<file path="src/rtl/muldiv_ctrl.sv">
// Sequencer for the EX-stage multiplier and divider; owns the HI/LO pair.
// Accepts one md op from EX, stalls the pipeline while it runs, then retires it via DONE.
module muldiv_ctrl #(
  parameter int unsigned MUL_LAT = 2
) (
  input  logic        clk,
  input  logic        rst,
  input  logic        flush_i,
  input  logic        ex_stall_i,
  input  logic        op_valid_i,
  input  logic [2:0]  op_i,
  input  logic [31:0] opa_i,
  input  logic [31:0] opb_i,
  output logic        mul_signed_o,
  output logic [31:0] mul_ina_o,
  output logic [31:0] mul_inb_o,
  input  logic [63:0] mul_result_i,
  output logic        div_start_o,
  output logic        div_signed_o,
  output logic [31:0] div_op1_o,
  output logic [31:0] div_op2_o,
  output logic        div_annul_o,
  input  logic        div_ready_i,
  input  logic [63:0] div_result_i,
  output logic        stallreq_o,
  output logic        busy_o,
  output logic [31:0] hi_o,
  output logic [31:0] lo_o
);

  localparam int unsigned      CNT_W    = (MUL_LAT < 2) ? 1 : $clog2(MUL_LAT + 1);
  localparam logic [CNT_W-1:0] CNT_INIT = CNT_W'(MUL_LAT);
  localparam logic [CNT_W-1:0] CNT_ONE  = CNT_W'(1);

  localparam logic [2:0] OP_MULT  = 3'd1;
  localparam logic [2:0] OP_MULTU = 3'd2;
  localparam logic [2:0] OP_DIV   = 3'd3;
  localparam logic [2:0] OP_DIVU  = 3'd4;
  localparam logic [2:0] OP_MTHI  = 3'd5;
  localparam logic [2:0] OP_MTLO  = 3'd6;

  typedef enum logic [1:0] {
    S_IDLE,
    S_MUL_WAIT,
    S_DIV_WAIT,
    S_DONE
  } state_e;

  state_e           state_q, state_d;
  logic [CNT_W-1:0] cnt_q, cnt_d;
  logic [31:0]      hi_q, hi_d, lo_q, lo_d;
  logic [31:0]      mul_ina_q, mul_ina_d, mul_inb_q, mul_inb_d;
  logic [31:0]      div_op1_q, div_op1_d, div_op2_q, div_op2_d;
  logic             mul_signed_q, mul_signed_d, div_signed_q, div_signed_d;
  logic             is_mul, is_div;

  assign is_mul = (op_i == OP_MULT) || (op_i == OP_MULTU);
  assign is_div = (op_i == OP_DIV)  || (op_i == OP_DIVU);

  // NOTE: operand holds are reset along with control state because they drive ports
  // that must read 0 out of reset; nothing here is a memory array.
  // NOTE: sequential state uses <= so every register samples pre-edge values.
  always_ff @(posedge clk) begin
    if (rst) begin
      state_q      <= S_IDLE;
      cnt_q        <= '0;
      hi_q         <= '0;
      lo_q         <= '0;
      mul_ina_q    <= '0;
      mul_inb_q    <= '0;
      div_op1_q    <= '0;
      div_op2_q    <= '0;
      mul_signed_q <= 1'b0;
      div_signed_q <= 1'b0;
    end else begin
      state_q      <= state_d;
      cnt_q        <= cnt_d;
      hi_q         <= hi_d;
      lo_q         <= lo_d;
      mul_ina_q    <= mul_ina_d;
      mul_inb_q    <= mul_inb_d;
      div_op1_q    <= div_op1_d;
      div_op2_q    <= div_op2_d;
      mul_signed_q <= mul_signed_d;
      div_signed_q <= div_signed_d;
    end
  end

  // NOTE: every signal gets a hold-value default first so no path infers a latch.
  always_comb begin
    state_d      = state_q;
    cnt_d        = cnt_q;
    hi_d         = hi_q;
    lo_d         = lo_q;
    mul_ina_d    = mul_ina_q;
    mul_inb_d    = mul_inb_q;
    div_op1_d    = div_op1_q;
    div_op2_d    = div_op2_q;
    mul_signed_d = mul_signed_q;
    div_signed_d = div_signed_q;
    if (flush_i) begin
      state_d = S_IDLE;
    end else begin
      case (state_q)
        S_IDLE: begin
          if (op_valid_i) begin
            if (is_mul) begin
              mul_ina_d    = opa_i;
              mul_inb_d    = opb_i;
              mul_signed_d = (op_i == OP_MULT);
              cnt_d        = CNT_INIT;
              state_d      = S_MUL_WAIT;
            end else if (is_div) begin
              div_op1_d    = opa_i;
              div_op2_d    = opb_i;
              div_signed_d = (op_i == OP_DIV);
              // Divide by zero never starts the divider and leaves HI/LO alone.
              state_d      = (opb_i == 32'd0) ? S_DONE : S_DIV_WAIT;
            end else if (op_i == OP_MTHI) begin
              hi_d = opa_i;
            end else if (op_i == OP_MTLO) begin
              lo_d = opa_i;
            end
          end
        end
        S_MUL_WAIT: begin
          if (cnt_q == CNT_ONE) begin
            {hi_d, lo_d} = mul_result_i;
            state_d      = S_DONE;
          end else begin
            cnt_d = cnt_q - CNT_ONE;
          end
        end
        S_DIV_WAIT: begin
          if (div_ready_i) begin
            hi_d    = div_result_i[63:32];
            lo_d    = div_result_i[31:0];
            state_d = S_DONE;
          end
        end
        S_DONE: begin
          // op_valid_i still shows the retiring op here; leaving only on !ex_stall_i avoids re-accepting it.
          if (!ex_stall_i) state_d = S_IDLE;
        end
        default: state_d = S_IDLE;
      endcase
    end
  end

  always_comb begin
    stallreq_o  = 1'b0;
    div_start_o = 1'b0;
    div_annul_o = 1'b0;
    if (!rst) begin
      if (flush_i) begin
        div_annul_o = (state_q == S_DIV_WAIT);
      end else begin
        case (state_q)
          S_IDLE:     stallreq_o = op_valid_i && (is_mul || is_div);
          S_MUL_WAIT: stallreq_o = 1'b1;
          S_DIV_WAIT: begin
            stallreq_o  = 1'b1;
            div_start_o = !div_ready_i;
          end
          default:    stallreq_o = 1'b0;
        endcase
      end
    end
  end

  assign busy_o       = (state_q != S_IDLE);
  assign hi_o         = hi_q;
  assign lo_o         = lo_q;
  assign mul_ina_o    = mul_ina_q;
  assign mul_inb_o    = mul_inb_q;
  assign mul_signed_o = mul_signed_q;
  assign div_op1_o    = div_op1_q;
  assign div_op2_o    = div_op2_q;
  assign div_signed_o = div_signed_q;

endmodule

</file>
<file path="config.mk">
export PLATFORM = sky130hd
export DESIGN_NAME = muldiv_ctrl
export DESIGN_NICKNAME = d
export VERILOG_FILES = /design/src/rtl/muldiv_ctrl.sv
export SDC_FILE = /design/constraint.sdc
export NUM_CORES = 1
export LEC_CHECK = 0
export CAP_MARGIN = 20
export CORE_MARGIN = 1
export CORE_UTILIZATION = 30
export DETAILED_ROUTE_END_ITERATION = 10
export PLACE_DENSITY_LB_ADDON = 0.25
export SYNTH_ARGS = -nofsm -noshare
export SYNTH_HDL_FRONTEND = slang
export SYNTH_SLANG_ARGS = --single-unit
</file>
<file path="constraint.sdc">
create_clock -name clk -period 4.1 [get_ports clk]
set_input_delay 0.82 -clock clk [delete_from_list [all_inputs] [get_ports clk]]
set_output_delay 0.82 -clock clk [all_outputs]
set_load 0.03 [all_outputs]
</file>
* Yosys cells after proc, flatten, opt, wreduce, memory -nomap -nowiden
Cells that the tools add are included.
** Word-level totals
- Output and inout bits :: 198
- Logic and storage cells :: 88
- Bits of input ports :: 201
- Flip-flop bits (word level) :: 198
** Operators by class
- Equality and inequality tests :: 22
- Reductions and logical operators :: 18
- $add $sub $neg :: 1
- Multiplexer cells :: 35
- Bitwise gates (word level) :: 2
** Operators by type and width (number)
- $mux W32 :: 13
- $pmux W32 S3 :: 2
- $logic_not A32 Y1 :: 1
- $ne A2 B2 Y1 const B :: 11
- $mux W2 :: 9
- $reduce_and A5 Y1 :: 3
- $eq A3 B3 Y1 const B :: 3
- $reduce_and A9 Y1 :: 1
- $mux W1 :: 8
- $pmux W2 S4 :: 1
- $reduce_and A8 Y1 :: 1
- $eq A3 B2 Y1 const B :: 2
- $eq A2 B1 Y1 const B :: 2
- $eq A2 B2 Y1 const B :: 2
- $pmux W2 S2 :: 1
- $reduce_and A4 Y1 :: 1
- $reduce_bool A2 Y1 :: 2
- $reduce_or A2 Y1 :: 2
- $eq A3 B1 Y1 const B :: 1
- $logic_or A1 B1 Y1 :: 3
- $ne A3 B3 Y1 const B :: 1
- $reduce_bool A3 Y1 :: 1
- $logic_not A2 Y1 :: 1
- $not A1 Y1 :: 2
- other kinds (4) :: 4

* Depth between registers and ports, before layout
- Depth in word-level cells :: 7
- Depth in mapped cells :: 9
- Depth with buffers taken out :: 6

* Worst setup path after synthesis
No wires, ideal clock.
- Path type :: reg-to-output
- Start :: register state_q[0]
- End :: output stallreq_o
- Required time :: 3280 ps
- Data arrival time :: 2538 ps
- Buffers on the path :: 3
- Stages on the path, launching flop included :: 8
- Slack :: 742 ps
- Cell sequence :: dfxtp_1 > inv_1 > ha_1 > clkbuf_1 > clkbuf_1 > buf_1 > a41oi_1 > nor4_1
** On the way
- Cells in the longest elaborated chain, start to end :: 5
- Elaborated cells between the ends (all ways) :: 7
- Those cells by class :: 2 x eq/ne; 3 x mux; 2 x reduce/logical
** Ends and longest elaborated chain
- from (decl) :: line 49 : state_e state_q, state_d;
- from (signal assigned) :: line 76 : state_q <= state_d;
- $eq A2 B2 Y1 / $eq A2 B1 Y1 (equally long branches) :: line 158 : case (state_q)
- $reduce_or A2 Y1 (no source line)
- $pmux W1 S2 * :: line 158
- $mux W1 * :: line 155 : if (flush_i) begin
- $mux W1 * :: line 154 : if (!rst) begin
- to (decl) :: line 25 : output logic stallreq_o,
Every way passes the cells marked *; elsewhere a longest branch is shown, timed or not.

* Worst setup path after layout
- Start :: input op_i[0]
- End :: output stallreq_o
** On the way
- Cells in the longest elaborated chain, start to end :: 7
- Elaborated cells between the ends (all ways) :: 11
- Those cells by class :: 4 x eq/ne; 3 x mux; 4 x reduce/logical
** Ends and longest elaborated chain
- from (decl) :: line 11 : input logic [2:0] op_i,
- $eq A3 B1 Y1, or another cell as far along :: line 57 : assign is_mul = (op_i == OP_MULT) || (op_i == OP_MULTU);
- $logic_or A1 B1 Y1 (on tied branches) :: line 57, 58
- $logic_or A1 B1 Y1 * :: line 159 : S_IDLE: stallreq_o = op_valid_i && (is_mul || is_div);
- $logic_and A1 B1 Y1 * :: line 159
- $pmux W1 S2 * :: line 158
- $mux W1 * :: line 155
- $mux W1 * :: line 154
Marked as above.

==> reports/results.ini <==
[sta]
finalHoldViolations=0
setup_viol=0
clock_skew_ps=14.3
grt_setup_unrepaired=false
max_clock_freq_ghz=0.275
drv_slew=0
max-slew-margin-rel_pct=42.1
min_period_ps=3640
period_share_pct=88.8
worst_pin_slew_ps=868
timing.final.ws_setup_ps=458
setup_tns_ps=0

[final_layout]
diodes=0
layout-drive-gt1-share_pct=4.52
syn2layout_area_growth_pct=54.7
nNetsFinal=1656
final_cells=1839
n_fill_cell=2779

[floorplanning]
die_w_um=171
start_util_pct=30.7
dieArea_mm2=0.0293
die_y_um=171
row_count=61
io_pins=399
core_mm2=0.0279

[yosys]
synth.net_count=1323
yosys-top-cells-area=dfxtp_1 46%, a21oi_1 15%, nand2_1 11%
yosysMostFrequentCell=a21oi_1
synth_cell_types=47
ys_warn_count=0
netlist_top_cells_count=259 x a21oi_1, 258 x nand2_1, 198 x dfxtp_1, 64 x a22oi_1, 64 x nand3_1
yosysTopAreaCell=dfxtp_1
async_reset_ff_share_pct=0
ys.flop_type=dfxtp_1
seq_area_frac_synth_pct=46.2
synthesis.area_mm2=0.00857
avgSynthCellArea_um2=7.69
synth_seq_cells=198
synth-edff-count=0
netlist_instances=1115
synth_top_area_share_pct=46.2

[grt]
met1_usage_pct=28.7
met2_usage_pct=37.9
use_met3_pct=6.38
grtUsageTotal_pct=22.9
grt-busiest-layer=met2
grt_pass1_vias=8482
grt_max_degree=79
grt_pass1_wl_um=50600
antenna_found_initial=0
grt.overflow.total=0

[route]
via_count=9347
via_per_inst=5.08
drtPass1Iterations=5
drt_iter0_drc=736
routedWlPerCell_um=18.9
routed_wl_um=34700
postRouteAntennaNets=0
drc=0

[clock_network]
postCtsResizedCells=0
cts_tree=yes
cts.path.max_buffers=2
hold_buffers=0
path_clk_slew_ps=70
cts_root_buf=clkbuf_16
clock_latency_ps=430
postCtsSetupBuffers=0
clock_sinks=198
htreeDepth=4
cts-buffers-inserted=17

[critical_path]
start_kind=input port
worst-setup-path-type=input port to output pin
cp_max_fo=11
required_ps=3280
cp-end-kind=output pin
arrival_ps=2820

[power_and_ir_drop]
ir_drop_mv=0.262
p_leak_uw=0.00430
power_density_mw_per_mm2=335

[run_status]
outcome=completed

[min_path]
min_path_type=register to register

[placed_design]
place_congestion=0.794
dp_hpwl_um=24200
dp_cells=1807
portBuffers=398
place_ws_ps=512

[flow_run]
maxCapViolCount=0

==> area by class of cell <==
class	instances	area, um2	area share (%)
sequential	198	3960	29.9
clock buffer	18	429	3.24
tap	378	473	3.57
clock inverter	14	141	1.07
multi-input combinational	809	4090	30.9
timing repair buffer	417	4140	31.2
inverter	5	18.8	0.142
==> per-stage QoR <==
| step | power (uW) | utilization, % | cell area (um2) | hold slack, ps |
|---|---|---|---|---|
| after CTS | 4500 | 47.5 | 13300 | 456 |
| after global routing | 4630 | 47.5 | 13300 | 472 |
| after detailed placement | 2830 | 45.4 | 12700 | 446 |
| after global placement | 2830 | 45.4 | 12700 | 441 |
| after floorplan | 2420 | - | 8570 | 488 |
| final | 4440 | 47.5 | 13300 | 452 |
==> critical path, cell delays in order <==
cell and delay, ps:
clkdlybuf4s50_1 600, o21ai_0 310, a41oi_1 140, nor4_1 220
clkdlybuf4s50_1 730
==> flip-flops by register name (all words and copies together), names as in the netlist <==
name / flops
cnt_q: 2
div_op1_o: 32
div_op2_o: 32
div_signed_o: 1
hi_o: 32
lo_o: 32
mul_ina_o: 32
mul_inb_o: 32
mul_signed_o: 1
state_q: 2
==> placed cells by master (no fill, tap or decap), drive strengths merged, types with 2 or more instances in the layout <==
cell type,instances
a22oi,64
and2,3
nand3b,2
nor2,37
ha,7
nand3,64
dfxtp,198
a21boi,2
and4b,2
nand2,258
o31ai,2
inv,11
buf,20
nor3,2
nand4,2
a2111o,2
clkinv,7
nand4b,2
or3,3
clkdlybuf4s50,397
nor4,10
and3b,2
a21oi,260
clkbuf,18
nor2b,3
o21ai,67
==> path summary, 6_finish.rpt <==
kind / slack, ps / end / start / depth (start not counted)
setup / recovery: 460 / stallreq_o / op_i[0] / 5
hold / removal: 450 / mul_inb_o[20]$_SDFFE_PP0P_ / mul_inb_o[20]$_SDFFE_PP0P_ / 2
setup reg to reg: 1330 / hi_o[3]$_SDFFE_PP0P_ / state_q[0]$_SDFFE_PP0P_ / 8
hold reg to reg: 450 / mul_inb_o[20]$_SDFFE_PP0P_ / mul_inb_o[20]$_SDFFE_PP0P_ / 2
==> logic make-up after synthesis <==
kind of cell             synth area share, %
AND/OR/NAND/NOR                         19.8
adder cells (fa/ha/maj)                 1.02
buffers and inverters                   6.29
flip-flops                              46.2
XOR/XNOR                               0.190
AO/OA/AOI/OAI                           26.4
==> routing by layer <==
metal / vias up / share of wire, %
met4: 0 / 2.1
met1: 4377 / 42
met5: - / 0
met2: 389 / 47
met3: 33 / 8.5
li1: 4548 / -
==> power by group <==
group / total, uW / internal, uW / switching [uW]
clock: 1650 / 810 / 843
combinational: 797 / 341 / 456
sequential: 1990 / 1970 / 22.6
Note: power is estimated with default switching activity, not from simulation.
